[src/rtl/branch_pkg.sv]
// Shared types and constants for the branch-resolution / PC-generation stage.
package branch_pkg;

  typedef enum logic [2:0] {
    BEQ  = 3'b000,
    BNE  = 3'b001,
    BLT  = 3'b100,
    BGE  = 3'b101,
    BLTU = 3'b110,
    BGEU = 3'b111
  } br_type_e;

  typedef enum logic {
    RUN   = 1'b0,
    FLUSH = 1'b1
  } pc_state_e;

  localparam logic [31:0] PC_STEP = 32'd4;

  function automatic logic is_word_aligned(input logic [1:0] addr_lo);
    return (addr_lo == 2'b00);
  endfunction

  // Performance counters stick at all-ones instead of wrapping.
  function automatic logic [31:0] sat_inc(input logic [31:0] value);
    return (value == 32'hFFFF_FFFF) ? value : (value + 32'd1);
  endfunction

endpackage

[src/rtl/branch_taken_dec.sv]
// Combinational taken/not-taken decode from funct3, jump flags and comparator flags.
module branch_taken_dec
  import branch_pkg::*;
(
  input  logic [2:0] br_type_i,
  input  logic       is_jal_i,
  input  logic       is_jalr_i,
  input  logic       br_less_i,
  input  logic       br_equal_i,
  output logic       taken_o
);

  logic w_cond;

  // Unsigned variants share the less flag; the comparator is switched via br_type_i[1].
  always_comb begin
    w_cond = 1'b0;
    case (br_type_i)
      BEQ:     w_cond = br_equal_i;
      BNE:     w_cond = ~br_equal_i;
      BLT:     w_cond = br_less_i;
      BGE:     w_cond = ~br_less_i;
      BLTU:    w_cond = br_less_i;
      BGEU:    w_cond = ~br_less_i;
      default: w_cond = 1'b0;
    endcase
    if (is_jal_i | is_jalr_i) begin
      taken_o = 1'b1;
    end else begin
      taken_o = w_cond;
    end
  end

endmodule

[src/rtl/branch_pc_ctrl.sv]
// Branch resolution, fetch PC register and redirect/flush control.
// Optional branch statistics counters are built when BRANCH_PERF_EN is defined.
module branch_pc_ctrl
  import branch_pkg::*;
#(
  parameter logic [31:0] RESET_PC     = 32'h0000_0000,
  parameter logic [31:0] TRAP_VEC     = 32'h0000_0100,
  parameter int          FLUSH_CYCLES = 2
) (
  input  logic        clk_i,
  input  logic        rst_i,
  input  logic        stall_i,
  input  logic        imem_ready_i,
  input  logic        br_valid_i,
  input  logic [2:0]  br_type_i,
  input  logic        is_jal_i,
  input  logic        is_jalr_i,
  input  logic        br_less_i,
  input  logic        br_equal_i,
  input  logic [31:0] br_target_i,
  output logic        br_unsigned_o,
  output logic [31:0] pc_o,
  output logic [31:0] pc_four_o,
  output logic        redirect_o,
  output logic        flush_o,
  output logic        misalign_o,
  output logic [31:0] perf_br_total_o,
  output logic [31:0] perf_br_taken_o
);

  localparam logic [31:0] FLUSH_LOAD = (FLUSH_CYCLES > 1) ? 32'(FLUSH_CYCLES - 2) : 32'd0;
  localparam logic        FLUSH_FSM  = (FLUSH_CYCLES > 1) ? 1'b1 : 1'b0;

  pc_state_e   r_state;
  logic [31:0] r_flush_cnt;
  logic [31:0] r_pc;

  logic        w_taken;
  logic [31:0] w_target;
  logic        w_eval;
  logic        w_aligned;
  logic        w_redirect;
  logic        w_misalign;

  branch_taken_dec u_taken_dec (
    .br_type_i  (br_type_i),
    .is_jal_i   (is_jal_i),
    .is_jalr_i  (is_jalr_i),
    .br_less_i  (br_less_i),
    .br_equal_i (br_equal_i),
    .taken_o    (w_taken)
  );

  assign w_target   = is_jalr_i ? {br_target_i[31:1], 1'b0} : br_target_i;
  assign w_eval     = br_valid_i & ~stall_i & (r_state == RUN);
  assign w_aligned  = is_word_aligned(w_target[1:0]);
  assign w_redirect = w_eval & w_taken & w_aligned;
  assign w_misalign = w_eval & w_taken & ~w_aligned;

  assign br_unsigned_o = br_type_i[1];
  assign redirect_o    = w_redirect;
  assign misalign_o    = w_misalign;
  assign flush_o       = w_redirect | w_misalign | (r_state == FLUSH);
  assign pc_o          = r_pc;
  assign pc_four_o     = r_pc + PC_STEP;

  // Fetch PC: a resolved branch or trap overrides both stall and memory back-pressure.
  always_ff @(posedge clk_i or posedge rst_i) begin
    if (rst_i) begin
      r_pc <= RESET_PC;
    end else if (w_redirect) begin
      r_pc <= w_target;
    end else if (w_misalign) begin
      r_pc <= TRAP_VEC;
    end else if (stall_i) begin
      r_pc <= r_pc;
    end else if (imem_ready_i) begin
      r_pc <= r_pc + PC_STEP;
    end else begin
      r_pc <= r_pc;
    end
  end

  // Flush sequencer; the redirect cycle itself is the first flush cycle, and stall does not extend it.
  always_ff @(posedge clk_i or posedge rst_i) begin
    if (rst_i) begin
      r_state     <= RUN;
      r_flush_cnt <= 32'd0;
    end else begin
      case (r_state)
        RUN: begin
          if ((w_redirect | w_misalign) && FLUSH_FSM) begin
            r_state     <= FLUSH;
            r_flush_cnt <= FLUSH_LOAD;
          end else begin
            r_state     <= RUN;
            r_flush_cnt <= r_flush_cnt;
          end
        end
        FLUSH: begin
          if (r_flush_cnt == 32'd0) begin
            r_state     <= RUN;
            r_flush_cnt <= 32'd0;
          end else begin
            r_state     <= FLUSH;
            r_flush_cnt <= r_flush_cnt - 32'd1;
          end
        end
        default: begin
          r_state     <= RUN;
          r_flush_cnt <= 32'd0;
        end
      endcase
    end
  end

`ifdef BRANCH_PERF_EN
  logic [31:0] r_br_total;
  logic [31:0] r_br_taken;
  logic        w_cond_eval;

  assign w_cond_eval = w_eval & ~is_jal_i & ~is_jalr_i;

  // Misaligned conditional branches still count as taken.
  always_ff @(posedge clk_i or posedge rst_i) begin
    if (rst_i) begin
      r_br_total <= 32'd0;
      r_br_taken <= 32'd0;
    end else if (w_cond_eval) begin
      r_br_total <= sat_inc(r_br_total);
      r_br_taken <= w_taken ? sat_inc(r_br_taken) : r_br_taken;
    end else begin
      r_br_total <= r_br_total;
      r_br_taken <= r_br_taken;
    end
  end

  assign perf_br_total_o = r_br_total;
  assign perf_br_taken_o = r_br_taken;
`else
  assign perf_br_total_o = 32'd0;
  assign perf_br_taken_o = 32'd0;
`endif

endmodule
[config.mk]
export PLATFORM = sky130hd
export DESIGN_NAME = branch_pc_ctrl
export DESIGN_NICKNAME = d
export VERILOG_FILES = /design/src/rtl/branch_pkg.sv /design/src/rtl/branch_taken_dec.sv /design/src/rtl/branch_pc_ctrl.sv
export SDC_FILE = /design/constraint.sdc
export NUM_CORES = 1
export LEC_CHECK = 0
export ABC_AREA = 1
export BUFFER_PORTS_ARGS = -buffer_cell sky130_fd_sc_hd__buf_2
export CAP_MARGIN = 10
export CORE_MARGIN = 1.5
export CORE_UTILIZATION = 52
export CTS_CLUSTER_DIAMETER = 50
export DETAILED_ROUTE_END_ITERATION = 8
export GPL_TIMING_DRIVEN = 0
export HOLD_SLACK_MARGIN = 0.03
export PLACE_DENSITY = 0.89
export SLEW_MARGIN = 20
export SYNTH_ARGS = -nofsm -noshare
export SYNTH_HDL_FRONTEND = slang
export SYNTH_SLANG_ARGS = --single-unit
[constraint.sdc]
create_clock -name clk_i -period 2.3 [get_ports clk_i]
set_clock_uncertainty 0.15 [all_clocks]
set_input_delay 0.115 -clock clk_i [delete_from_list [all_inputs] [get_ports clk_i]]
set_output_delay 0.115 -clock clk_i [all_outputs]
set_load 0.005 [all_outputs]
# Word level (Yosys, flattened, before mapping)
# Index checks and enable logic that the tools add are counted.
# W data, S select, Z words.
word_totals:
  mem_bits_ro: 0
  reg_bits: 65
  latch_bits: 0
  n_memories: 0
  mem_bits_rw: 0
  out_inout_bits: 132
op_classes:
  magnitude_cmp: 0
  n_reduce_logical: 7
  n_eq_ne: 7
  multipliers: 0
  div: 0
  n_shift: 0
  bitwise: 13
  n_addsub: 2
  n_mux: 13
op_table:
  columns: ["operator", "count"]
  rows:
  - ["$mux W32", 6]
  - ["$pmux W32 S2", 1]
  - ["$add A32 B3 Y32 const B", 1]
  - ["$logic_not A32 Y1", 1]
  - ["$sub A32 B1 Y32 const B", 1]
  - ["$eq A3 B3 Y1 const B", 4]
  - ["$and A1 B1 Y1", 5]
  - ["$not A1 Y1", 5]
  - ["$mux W1", 4]
  - ["$pmux W1 S4", 1]
  - ["$reduce_or A2 Y1", 2]
  - ["$eq A3 B1 Y1 const B", 1]
  - ["$logic_not A3 Y1", 1]
  - ["$ne A3 B1 Y1 const B", 1]
  - ["$or A1 B1 Y1", 3]
  - ["$reduce_bool A3 Y1", 1]
  - ["$logic_not A2 Y1", 1]
  - ["$ne A2 B1 Y1 const B", 1]
  - ["$pmux W1 S2", 1]
  - ["$reduce_and A2 Y1", 1]

# Logic depth before layout (Yosys ltp)
logic_depth:
  word_depth: 9
  ltp_mapped: 12
  depth_no_buf: 12

# By module
# Synthesis repeated with hierarchy kept, for this count alone.
unflattened:
  hier_cells: 730
  hier_area_um2: 5012.3
modules_own_cells:
  columns: ["mod", "cells_each", "n_inst", "area_each_um2", "seq_area_each_um2"]
  rows:
  - ["branch_pc_ctrl", 718, 1, 4963.5, 1626.6]
  - ["branch_taken_dec", 12, 1, 48.8, 0.0]

# Worst setup path before layout
# Ideal clock, no wire load.
synth_timing:
  kind: "flip-flop to flip-flop"
  start: "register r_flush_cnt[0]"
  end: "register r_flush_cnt[15]"
  path_stages_with_launch: 11
  setup_ns: 0.128
  synth_period_minus_slack_ns: 1.731
  n_path_buf: 1
  setup_slack_ns: 0.569
  arrival_time_ns: 1.454
  cell_sequence: "dfrtp_1 inv_1 ha_1 nand2_1 nor2_1 nand2_1 nor2_2 nor2_4 inv_4 buf_6 o22ai_1"
synth_between:
  elab_chain_cells: 3
synth_rtl:
  columns: ["item", "line", "rtl"]
  rows:
  - ["from (decl)", "branch_pc_ctrl.sv:35", "logic [31:0] r_flush_cnt;"]
  - ["from (signal assigned)", "branch_pc_ctrl.sv:97", "r_flush_cnt <= r_flush_cnt;"]
  - ["from (signal assigned)", "branch_pc_ctrl.sv:106", "r_flush_cnt <= r_flush_cnt - 32'd1;"]
  - ["$sub A32 B1 Y32 / $logic_not A32 Y1 (equally long branches)", "branch_pc_ctrl.sv:106, branch_pc_ctrl.sv:101", null]
  - ["$mux W32 (*)", "branch_pc_ctrl.sv:101", "if (r_flush_cnt == 32'd0) begin"]
  - ["$pmux W32 S2 (*)", "branch_pc_ctrl.sv:90", "case (r_state)"]
# Every way passes the cells marked *; elsewhere a longest branch is shown, timed or not.
# A chain may end at the register's enable or synchronous reset.

# Worst setup path after layout
layout_timing:
  start: "register r_state"
  end: "output misalign_o"
layout_between:
  elab_chain_cells: 4
layout_rtl:
  columns: ["item", "line", "rtl"]
  rows:
  - ["from (decl)", "branch_pc_ctrl.sv:34", "pc_state_e r_state;"]
  - ["from (signal assigned)", "branch_pc_ctrl.sv:87", "r_state <= RUN;"]
  - ["from (signal assigned)", "branch_pc_ctrl.sv:93", "r_state <= FLUSH;"]
  - ["from (signal assigned)", "branch_pc_ctrl.sv:96", "r_state <= RUN;"]
  - ["$not A1 Y1", null, null]
  - ["$and A1 B1 Y1", "branch_pc_ctrl.sv:55", "assign w_eval = br_valid_i & ~stall_i & (r_state == RUN);"]
  - ["$and A1 B1 Y1 (2 in a row)", "branch_pc_ctrl.sv:58", "assign w_misalign = w_eval & w_taken & ~w_aligned;"]
  - ["to (decl)", "branch_pc_ctrl.sv:26", "output logic misalign_o,"]
# Every way passes these cells.

==> run summary <==
R2R Path Start: r_flush_cnt[0]$_DFFE_PP0P_
CP dominant cell by count: buf_2
Unique masters post-synth: 31
Final hold slack: 0.100 ns
Post-place setup slack: 0.309 ns
Gr usage total: 28.2%
Worst path bufs/invs: 4
Initial core utilization: 53.0%
Max Transition Viols Final: 0
Max frequency: 461 MHz
YS warnings: 0
Number of hold violations in the final report: 0
Outcome: completed
Critical path arrival: 1.90 ns
First-pass GRT wire length: 23.4 mm
Vias per cell: 4.81
Delay-heaviest family, CP: buffers and inverters
Antenna violations before repair: 0
Final setup vio count: 0
Max_cap viols: 0
Die area: 10,500 um2
Critical-path cell list: buf_2 > inv_2 > nand2_1 > nor2_2 > nand2_4 > clkbuf_1 > nor2_1 > buf_2
Worst IR Drop VDD: 0.000347 V
Area leader, netlist: dfrtp_1
Largest net degree at the start of global routing: 49
DP Area: 6120 um2
Rows: 36
1st-iter DRT viols: 284
Top Ports: 176
Fraction of layout cells with a size suffix above 1: 23.3%
CP Max Fanout: 10
Drt drc: 0
Layout Nets: 1,070
Synth Register Bits: 65
Pwr per Cell Area: 411 nW/um2
Post-synth top area share: 31.7%
Max-Slew Margin vs Limit: 62.0%
Pleak: 0.00357 uW
Final period util: 94.3%
DR WL/cell: 12.4 um
Count of port buffers added during placement: 111
Filler cells: 792
Grt ovf: 0
Overall Power: 2730 uW
Hold Path Class: in -> async
Tmin final: 2.17 ns
CP Launch Type: flop
Final TNS setup: 0 ns
DPL Wire Length: 10.6 mm
CP required: 2.04 ns
Synth Instances: 806
Clk slew on worst S/H paths: 0.09 ns
H-Tree Depth: 3
Gpl congestion: 0.927
R2R Setup Slk: 0.25 ns
Ant. Diodes: 0
Deepest clock path buffer count: 2
Register area share after synthesis: 31.7%
Critical path class: reg -> out
Worst-Skew Late Latency: 0.35 ns
Tightest Pin Transition: 0.570 ns
DRT Pass-1 Iters: 5
Total clock sinks: 65
CP max stage delay: 0.47 ns
Vias in the first global route: 5,201
Final worst slack: 0.130 ns
Cts bufs inserted: 9
Post-route cell area: 6640 um2
Core area: 9680 um2
Slowest CP cell: clkbuf_1
Vias: 5,595
Crit end category: output pin
Die width: 102 um
Clock root buffer: clkbuf_8
Synth Area per Inst: 6.36 um2
CTS tree: done
Chip height: 102 um
Synth top area cells: dfrtp_1 32%, nand2_1 25%, buf_4 10%, nor2_1 7.7%, inv_1 4.3%
Crit. Startpoint: r_state$_DFF_PP0_
Mapped Area: 5130 um2
Area Growth Syn to Fin: 29.4%
Antenna Nets Post-Route: 0
Routed Wire Length: 14.4 mm
## per-stage QoR
step           cells  utilization (%)
6_report        1162             68.5
5_1_grt         1162             68.5
4_1_cts         1161             68.4
3_5_place_dp    1114             63.2
3_3_place_gp    1113             62.9
2_1_floorplan    869                -
## worst reg2reg max path, delay by kind of cell, from the launching register on
family                     cells  cell delay [ns]
buffers and inverters          3             0.39
DFF                            1             0.38
adders and majority gates      1             0.29
and+or+nand+nor                5             0.65
AOI/OAI and AO/OA              1             0.08
## cell usage in the layout (no fill, tap or decap), drive strengths merged, types with 7 or more instances in the layout
| cell | Yosys | routed |
|---|---|---|
| buf | 81 | 193 |
| clkbuf | 3 | 13 |
| conb | 1 | 64 |
| dfrtp | 65 | 65 |
| dlygate4sd3 | 0 | 31 |
| inv | 62 | 62 |
| nand2 | 352 | 352 |
| nand3 | 34 | 34 |
| nand4 | 9 | 9 |
| nor2 | 121 | 121 |
| o21ai | 31 | 31 |
| o22ai | 7 | 7 |
| xnor2 | 7 | 7 |
| xor2 | 24 | 24 |
## cells by family after synthesis
logic type | synth area share [%]
compound gates | 4.22
simple gates | 41.5
xor+xnor | 5.73
buf+inv | 16.2
other cells | 0.0731
fa+ha+maj | 0.488
flops | 31.7
## routing by layer
metal	up-vias	track usage [%]	share of wire, %
met4	0	11.4	2.2
met5	-	0	0
met2	272	50.3	52
met3	35	6.91	8.8
met1	2512	32.5	37
li1	2776	-	-
## timing repair
item / CTS / global route
endpoints found under the setup margin: 0 / 4
hold buffers: 31 / 0
setup buffers: 0 / 1
endpoints found under the hold margin: 95 / 0
gates resized for setup: 0 / 3
## power by group
part | switching (uW) | internal, uW | total, uW
Combinational | 239 | 260 | 499
Clock | 488 | 498 | 986
Sequential | 62.7 | 1180 | 1240
## cell usage after synthesis
cell      number
nand2_4        1
a21oi_1        2
nand4_1        9
nor2_4         9
and2_1         2
dfrtp_1       65
inv_4          1
buf_6          1
clkinv_1       1
o21ai_1        3
ha_1           2
xor2_1        21
nand3b_1       1
nand2_2        4
buf_1          1
inv_1         59
nand3_2        1
xor2_2         3
nand3_1       33
buf_4         69
inv_2          2
nor2_1       105
clkbuf_1       3
o21bai_1       1
nand2_1      347
nor2_2         7
o21ai_0       28
xnor2_1        7
conb_1         1
o22ai_1        7
buf_2         10
## registers in the layout (all words and copies together), names as in the netlist
register     cells
r_state          1
pc_o            32
r_flush_cnt     32
## final cells by class
type	instances	area, um2	area share (%)
multi-input combinational	657	2910	43.8
clock buffer	9	124	1.87
sequential	65	1630	24.6
clock inverter	7	71.3	1.07
tap	133	166	2.51
timing repair buffer	144	901	13.6
inverter	63	241	3.64
buffer	84	597	8.99
## path summary, 6_finish.rpt
check                                              endpoint  depth (start not counted)
worst max-delay path                             misalign_o                          8
worst min-delay path                    pc_o[1]$_DFFE_PP0P_                          3
worst max register to register   r_flush_cnt[5]$_DFFE_PP0P_                         10
worst min register to register          pc_o[1]$_DFFE_PP0P_                          2
max in group asynchronous       r_flush_cnt[11]$_DFFE_PP0P_                          4
min in group clk_i                      pc_o[1]$_DFFE_PP0P_                          6
Note: power is estimated with default switching activity, not from simulation.
